File: src/rtl/regs_wb_ctrl.sv
// rtl/regs_wb_ctrl.sv - register-file write-back arbiter with pending-write scoreboard
//
// Shares the single register-file write port between the single-cycle EX
// result and two long-latency requesters (LSU, divider). EX always wins; LSU
// and divider alternate round-robin. If a long-latency request is denied for
// STARVE_LIMIT consecutive cycles, EX is stalled until that request is granted.
// A 32-entry scoreboard marks destinations of issued long-latency ops so ID
// can hold instructions whose sources are still in flight.
//
// Ports:
//   clk, rst                        clock, asynchronous active-low reset
//   exFlagIn/exAddrIn/exDataIn      EX write request (never back-pressured)
//   lsuValidIn/lsuAddrIn/lsuDataIn  LSU write request, held until accepted
//   lsuReadyOut                     LSU request accepted this cycle
//   divValidIn/divAddrIn/divDataIn  divider write request, held until accepted
//   divReadyOut                     divider request accepted this cycle
//   issueFlagIn/issueAddrIn         ID issues a long-latency op to this destination
//   rAddr1In/rAddr2In               ID source addresses
//   busy1Out/busy2Out               source has a pending long-latency write
//   exStallOut                      pipeline must hold exFlagIn low while set
//   wFlagOut/wAddrOut/wDataOut      registered register-file write port

module regs_wb_ctrl #(
    parameter int STARVE_LIMIT = 4
) (
    input  logic        clk,
    input  logic        rst,
    input  logic        exFlagIn,
    input  logic [4:0]  exAddrIn,
    input  logic [31:0] exDataIn,
    input  logic        lsuValidIn,
    input  logic [4:0]  lsuAddrIn,
    input  logic [31:0] lsuDataIn,
    output logic        lsuReadyOut,
    input  logic        divValidIn,
    input  logic [4:0]  divAddrIn,
    input  logic [31:0] divDataIn,
    output logic        divReadyOut,
    input  logic        issueFlagIn,
    input  logic [4:0]  issueAddrIn,
    input  logic [4:0]  rAddr1In,
    input  logic [4:0]  rAddr2In,
    output logic        busy1Out,
    output logic        busy2Out,
    output logic        exStallOut,
    output logic        wFlagOut,
    output logic [4:0]  wAddrOut,
    output logic [31:0] wDataOut
);

    localparam logic [3:0] LIMIT = 4'(STARVE_LIMIT);

    typedef enum logic {
        PTR_LSU = 1'b0,
        PTR_DIV = 1'b1
    } ptr_t;

    ptr_t        ptr;
    logic [31:0] sb;
    logic [3:0]  starve_cnt;

    logic        lsu_win;
    logic        div_win;
    logic        lsu_grant;
    logic        div_grant;
    logic        ll_grant;
    logic        any_grant;
    logic [4:0]  g_addr;
    logic [31:0] g_data;
    logic [31:0] sb_next;
    logic [3:0]  cnt_next;
    logic        stall_next;

    // Round-robin only decides a tie; a lone valid request always wins.
    assign lsu_win = lsuValidIn & (~divValidIn | (ptr == PTR_LSU));
    assign div_win = divValidIn & (~lsuValidIn | (ptr == PTR_DIV));

    // Readies are gated by reset so a requester never sees an accept while the
    // controller is being cleared.
    assign lsu_grant = rst & ~exFlagIn & lsu_win;
    assign div_grant = rst & ~exFlagIn & div_win;
    assign ll_grant  = lsu_grant | div_grant;
    assign any_grant = exFlagIn | ll_grant;

    assign lsuReadyOut = lsu_grant;
    assign divReadyOut = div_grant;

    always_comb begin
        g_addr = exAddrIn;
        g_data = exDataIn;
        if (lsu_grant) begin
            g_addr = lsuAddrIn;
            g_data = lsuDataIn;
        end else if (div_grant) begin
            g_addr = divAddrIn;
            g_data = divDataIn;
        end
    end

    // Clear first, then set, so an issue to the address being written back
    // in the same cycle keeps the entry pending.
    always_comb begin
        sb_next = sb;
        if (ll_grant) begin
            sb_next[g_addr] = 1'b0;
        end
        if (issueFlagIn) begin
            sb_next[issueAddrIn] = 1'b1;
        end
        sb_next[0] = 1'b0;
    end

    always_comb begin
        cnt_next = starve_cnt;
        if (ll_grant) begin
            cnt_next = 4'd0;
        end else if ((lsuValidIn | divValidIn) && (starve_cnt != LIMIT)) begin
            cnt_next = starve_cnt + 4'd1;
        end
    end

    // Counter only returns to zero on a long-latency grant, so the stall holds
    // from saturation until the starved unit is served.
    always_comb begin
        stall_next = exStallOut;
        if (ll_grant) begin
            stall_next = 1'b0;
        end else if (cnt_next == LIMIT) begin
            stall_next = 1'b1;
        end
    end

    assign busy1Out = sb[rAddr1In];
    assign busy2Out = sb[rAddr2In];

    always_ff @(posedge clk or negedge rst) begin
        if (!rst) begin
            ptr        <= PTR_LSU;
            sb         <= '0;
            starve_cnt <= '0;
            exStallOut <= 1'b0;
            wFlagOut   <= 1'b0;
            wAddrOut   <= '0;
            wDataOut   <= '0;
        end else begin
            sb         <= sb_next;
            starve_cnt <= cnt_next;
            exStallOut <= stall_next;
            if (ll_grant) begin
                ptr <= (ptr == PTR_LSU) ? PTR_DIV : PTR_LSU;
            end
            // Writes to x0 are accepted but never reach the register file.
            wFlagOut <= any_grant && (g_addr != 5'd0);
            if (any_grant && (g_addr != 5'd0)) begin
                wAddrOut <= g_addr;
                wDataOut <= g_data;
            end
        end
    end

endmodule
File: config.mk
export PLATFORM = sky130hd
export DESIGN_NAME = regs_wb_ctrl
export DESIGN_NICKNAME = d
export VERILOG_FILES = /design/src/rtl/regs_wb_ctrl.sv
export SDC_FILE = /design/constraint.sdc
export NUM_CORES = 1
export LEC_CHECK = 0
export BUFFER_PORTS_ARGS = -buffer_cell sky130_fd_sc_hd__buf_2
export CORE_MARGIN = 4
export CORE_UTILIZATION = 35
export CTS_BUF_LIST = sky130_fd_sc_hd__clkbuf_8
export CTS_CLUSTER_DIAMETER = 200
export DETAILED_ROUTE_END_ITERATION = 7
export PLACE_DENSITY = 0.63
export SYNTH_ARGS = -nofsm -noshare
export SYNTH_HDL_FRONTEND = slang
export SYNTH_SLANG_ARGS = --single-unit
File: constraint.sdc
create_clock -name clk -period 3.2 [get_ports clk]
set_input_delay 0.48 -clock clk [delete_from_list [all_inputs] [get_ports clk]]
set_output_delay 0.48 -clock clk [all_outputs]
set_load 0.005 [all_outputs]
; ---- Yosys cells after proc, flatten, opt, wreduce, memory -nomap -nowiden
; Cells that the tools add are included.
[op_classes]
addsub = 1
magnitude_cmp = 6
n_eq_ne = 2
mux = 19
bitwise_logic = 17
reduce_logical = 6
[op_table]
columns = operator, count
row1 = two-way mux 32 bit, 4
row2 = AND 32 bit, 1
row3 = inverter 32 bit, 1
row4 = bitwise OR 32 bit, 1
row5 = "less-than comparator 5 x 6 -> 1 bit, second input constant", 4
row6 = binary-select mux 1 bit (select 5 bit), 2
row7 = demux 1 bit (select 5 bit), 2
row8 = "greater-or-equal comparator 5 x 1 -> 1 bit, second input constant", 2
row9 = two-way mux 5 bit, 2
row10 = two-way mux 4 bit, 2
row11 = two-way mux 1 bit, 7
row12 = AND 1 bit, 5
row13 = bitwise OR 1 bit, 5
row14 = nonzero test 5 bit, 1
row15 = "adder 4 x 1 -> 4 bit, second input constant", 1
row16 = "equality test 4 x 3 -> 1 bit, second input constant", 1
row17 = logical AND 1 bit, 4
row18 = "!= test 4 x 3 -> 1 bit, second input constant", 1
row19 = inverter 1 bit, 4
row20 = nonzero test 2 bit, 1
[totals]
regBits = 75
input_bits = 132
output_inout_bits = 43
wordCells = 58

; ---- Longest topological paths before layout
[depth]
word_depth = 15
ltp_mapped = 9
depth_no_buf = 8

; ---- Worst setup path after synthesis
; OpenSTA, ideal clock, no wires.
[synth_path]
path_type = in2out
startpoint = input port rAddr1In[0]
endpoint = output port busy1Out
arrival_ns = 2.119
t_required_ns = 2.720
slack_ns = 0.601
path_stages = 4
n_path_buf = 1
cell_sequence = clkbuf_1 -> mux4_2 -> mux4_2 -> mux2_2
[synth_via]
elab_chain_len = 2
[synth_lines]
columns = item, line
row1 = start: declaration, 41  ; input logic [4:0] rAddr1In,
row2 = binary-select mux 1 bit (select 5 bit), 133  ; assign busy1Out = sb[rAddr1In];
row3 = two-way mux 1 bit (implied by the code), 133
row4 = end: declaration, 43  ; output logic busy1Out,
; No other way between the ends. The select of a mux whose other input is x is not followed.

; ---- Worst setup path after layout
[layout_path]
startpoint = input port rAddr2In[0]
endpoint = output port busy2Out
[layout_via]
elab_chain_len = 2
[layout_lines]
columns = item, line
row1 = start: declaration, 42  ; input logic [4:0] rAddr2In,
row2 = binary-select mux 1 bit (select 5 bit), 134  ; assign busy2Out = sb[rAddr2In];
row3 = two-way mux 1 bit (implied by the code), 134
row4 = end: declaration, 44  ; output logic busy2Out,
; No other way between the ends. The select of a mux whose other input is x is not followed.

==> results.py <==
metrics = {
    "timing": {
        "setup_ws_ns": 0.595,
        "timing.slew.headroom_pct": 28.3,
        "final_hold_viol_count": 0,
        "grt_setup_unrepaired": "false",
        "drv_slew": 0,
        "fin_worst_skew_ns": 0.00868,
        "post-route-period-util_pct": 81.4,
        "finalSetupViolations": 0,
        "worstMarginPinSlew_ns": 1.07,
        "fmax_mhz": 384,
        "totalNegativeSetupSlack_ns": 0,
        "period_needed_ns": 2.61,
        "final.hold.worst_slack_ns": 0.358,
    },
    "clock_tree": {
        "cts.path.max_buffers": 2,
        "clock_tree.htree_level_count": 3,
        "post_cts_resize_count": 0,
        "insertion_delay_ns": 0.35,
        "clkTransAtPathRegs_ns": 0.08,
        "buffers_inserted_by_post_cts_timing_repair": 0,
        "cts_tree": "built",
        "tritoncts_num_sinks": 75,
        "cts_hold_buf": 0,
        "clock-root-buffer": "clkbuf_8",
        "clock_buffer_count_from_cts": 9,
    },
    "die": {
        "pin_count": 175,
        "die_width_um": 122,
        "chipHeight_um": 122,
        "floorplan.initialDensity_pct": 35.9,
        "fp.coreArea_sq_um": 12700,
        "die_area_sq_um": 14900,
        "fp-row-count": 41,
    },
    "power_and_ir_drop": {
        "static-leakage-power_nw": 2.83,
        "switching_power_mw": 1.02,
        "internal-power_mw": 2.40,
        "pwr-share-seq_pct": 41.1,
        "vdd_drop_max_v": 0.000194,
        "sw_frac_of_total_pct": 29.9,
        "clock_power_share_pct": 28.6,
        "power_mw": 3.42,
        "power_density_normalized_to_cell_area_nw_per_um2": 580,
        "share_comb_of_total_power_pct": 30.3,
    },
    "logic_synthesis": {
        "postSynthCellCount": 481,
        "cell_area_after_synthesis_sq_um": 4550,
        "netlist.area_leader.share_pct": 41.2,
        "syn-num-nets": 615,
        "postSynthRegisterBits": 75,
        "ys.warnings.count": 0,
        "dominantRegCellSynth": "dfrtp_1",
        "synth_top_area_cells": "dfrtp_1, nand2_1, mux4_2, mux2_4, o21ai_0",
        "synth_enable_flop_cells": 0,
        "synthDistinctLibCells": 51,
        "yosysTopAreaCell": "dfrtp_1",
        "part_of_the_yosys_area_used_for_sequential_elements_pct": 41.2,
        "async_reset_ff_share_pct": 100,
        "average_instance_area_after_synthesis_sq_um": 9.46,
    },
    "critical_path": {
        "worstPathArrival_ns": 2.13,
        "worst_setup_path_end_kind": "output pin",
        "worstSetupStartpointType": "input port",
        "crit_fanout": 9,
        "timing.rr.start": "ptr",
        "crit_path_start": "rAddr2In[0]",
        "critPathRequiredTime_ns": 2.72,
        "reg2reg_slack_ns": 0.88,
        "setup.worst_path.class": "in2out",
        "ff2ff_path_depth": 8,
        "r2r-end": "wDataOut[9]",
    },
    "min_path": {
        "holdPathStages": 2,
        "hold_end": "sb[9]",
        "min_path_type": "in2reg",
        "hold_path_startpoint": "issueAddrIn[1]",
    },
    "detailed_routing": {
        "drt_iter0_drc": 300,
        "wl_per_cell_um": 17.1,
        "final_routed_drc_violation_total": 0,
        "ant_nets": 0,
        "vias_per_cell": 5.22,
        "drt_pre_antenna_iters": 6,
        "drt-total-wl_um": 14200,
        "vias": 4324,
    },
    "place": {
        "gpl.final_weighted_congestion": 0.870,
        "number_of_buffers_added_on_ports": 174,
        "placed_cell_area_sq_um": 5610,
        "place_hpwl_um": 11200,
        "dp_slack_ns": 0.582,
    },
    "run_status": {
        "outcome": "finished clean",
    },
    "grt": {
        "grt_start_max_net_pins": 76,
        "total_gr_overflow": 0,
        "grt_first_pass_wirelength_um": 22300,
        "grt_pass1_vias": 4380,
        "antenna_found_initial": 1,
        "grt.total_usage_pct": 19.3,
    },
    "layout": {
        "final_common_cell": "buf_2",
        "drive_above_1_share_pct": 40.6,
        "flow.area_growth_from_synthesis_pct": 29.3,
        "finalNetCount": 784,
        "final_design_area_no_fill_sq_um": 5890,
        "most-common-layout-cells": "buf_2, nand2_1, dfrtp_1, nor2_1, o21ai_0",
    },
    "run": {
        "max-cap-violations": 0,
    },
}
-- power by group through the flow --
stage                     Sequential [mW]  Clock [mW]  Combinational, mW
after CTS                            1.40        1.00               1.04
after detailed placement             1.41           0               1.04
after global placement               1.40           0               1.00
after floorplan                      1.34           0              0.669
final                                1.40       0.978               1.03
after global routing                 1.43        1.05               1.15
-- logic make-up after synthesis --
| logic type | after synthesis | synth area share [%] |
|---|---|---|
| AO/OA/AOI/OAI | 98 | 13.6 |
| XOR/XNOR | 4 | 0.770 |
| adder cells (fa/ha/maj) | 2 | 0.550 |
| buffers and inverters | 38 | 3.71 |
| flip-flops | 75 | 41.2 |
| multiplexers | 56 | 20.3 |
| AND/OR/NAND/NOR | 208 | 19.8 |
-- per-layer routing --
layer  part of all wire [%]  global-route usage (%)
met5                  0.092                       0
met4                    1.8                    6.16
met3                    8.4                    5.94
met2                     50                    33.2
met1                     40                    23.2
-- stage by stage --
stage / util, % / cells
after floorplan: - / 481
after global placement: 44.3 / 811
after global routing: 46.4 / 827
after CTS: 46.4 / 827
after detailed placement: 44.3 / 811
final: 46.5 / 828
-- synthesized netlist by cell type, types with 3 or more instances --
cell type and n:
nand2_1 131, dfrtp_1 75, nor2_1 43, o21ai_0 42, a31oi_1 33, mux2_4 25, clkbuf_1 18, mux4_2 18
mux2_2 11, inv_1 10, nand4_1 5, o22ai_1 5, buf_1 4, or4_1 4, a21oi_1 3, and3b_1 3
buf_6 3, nand2b_1 3, nor3b_1 3, o41ai_1 3
-- worst max path at each step --
stage          cells past startpoint        to
2_1_floorplan                      4  busy1Out
6_report                           5  busy2Out
3_5_place_dp                       5  busy2Out
3_3_place_gp                       5  busy1Out
4_1_cts                            4  busy2Out
5_1_grt                            6  busy2Out
-- worst max-delay path, cell delays in order --
cell,delay (ns)
buf_2,0.23
mux4_2,0.52
mux4_2,0.48
mux2_2,0.28
buf_2,0.13
-- registers in the layout, summed over array words and instances (netlist names) --
register and flops:
wDataOut 32, sb 31, wAddrOut 5, starve_cnt 4, exStallOut 1, ptr 1
wFlagOut 1
-- final cells by class --
type | instances | area, sq um
Clock buffer | 11 | 151
Timing Repair Buffer | 184 | 961
Inverter | 12 | 47.5
Sequential cell | 75 | 1880
Antenna cell | 1 | 2.50
Clock inverter | 5 | 124
Fill cell | 1209 | 6790
Tap cell | 172 | 215
Multi-Input combinational cell | 368 | 2510
Note: power is estimated with default switching activity, not from simulation.
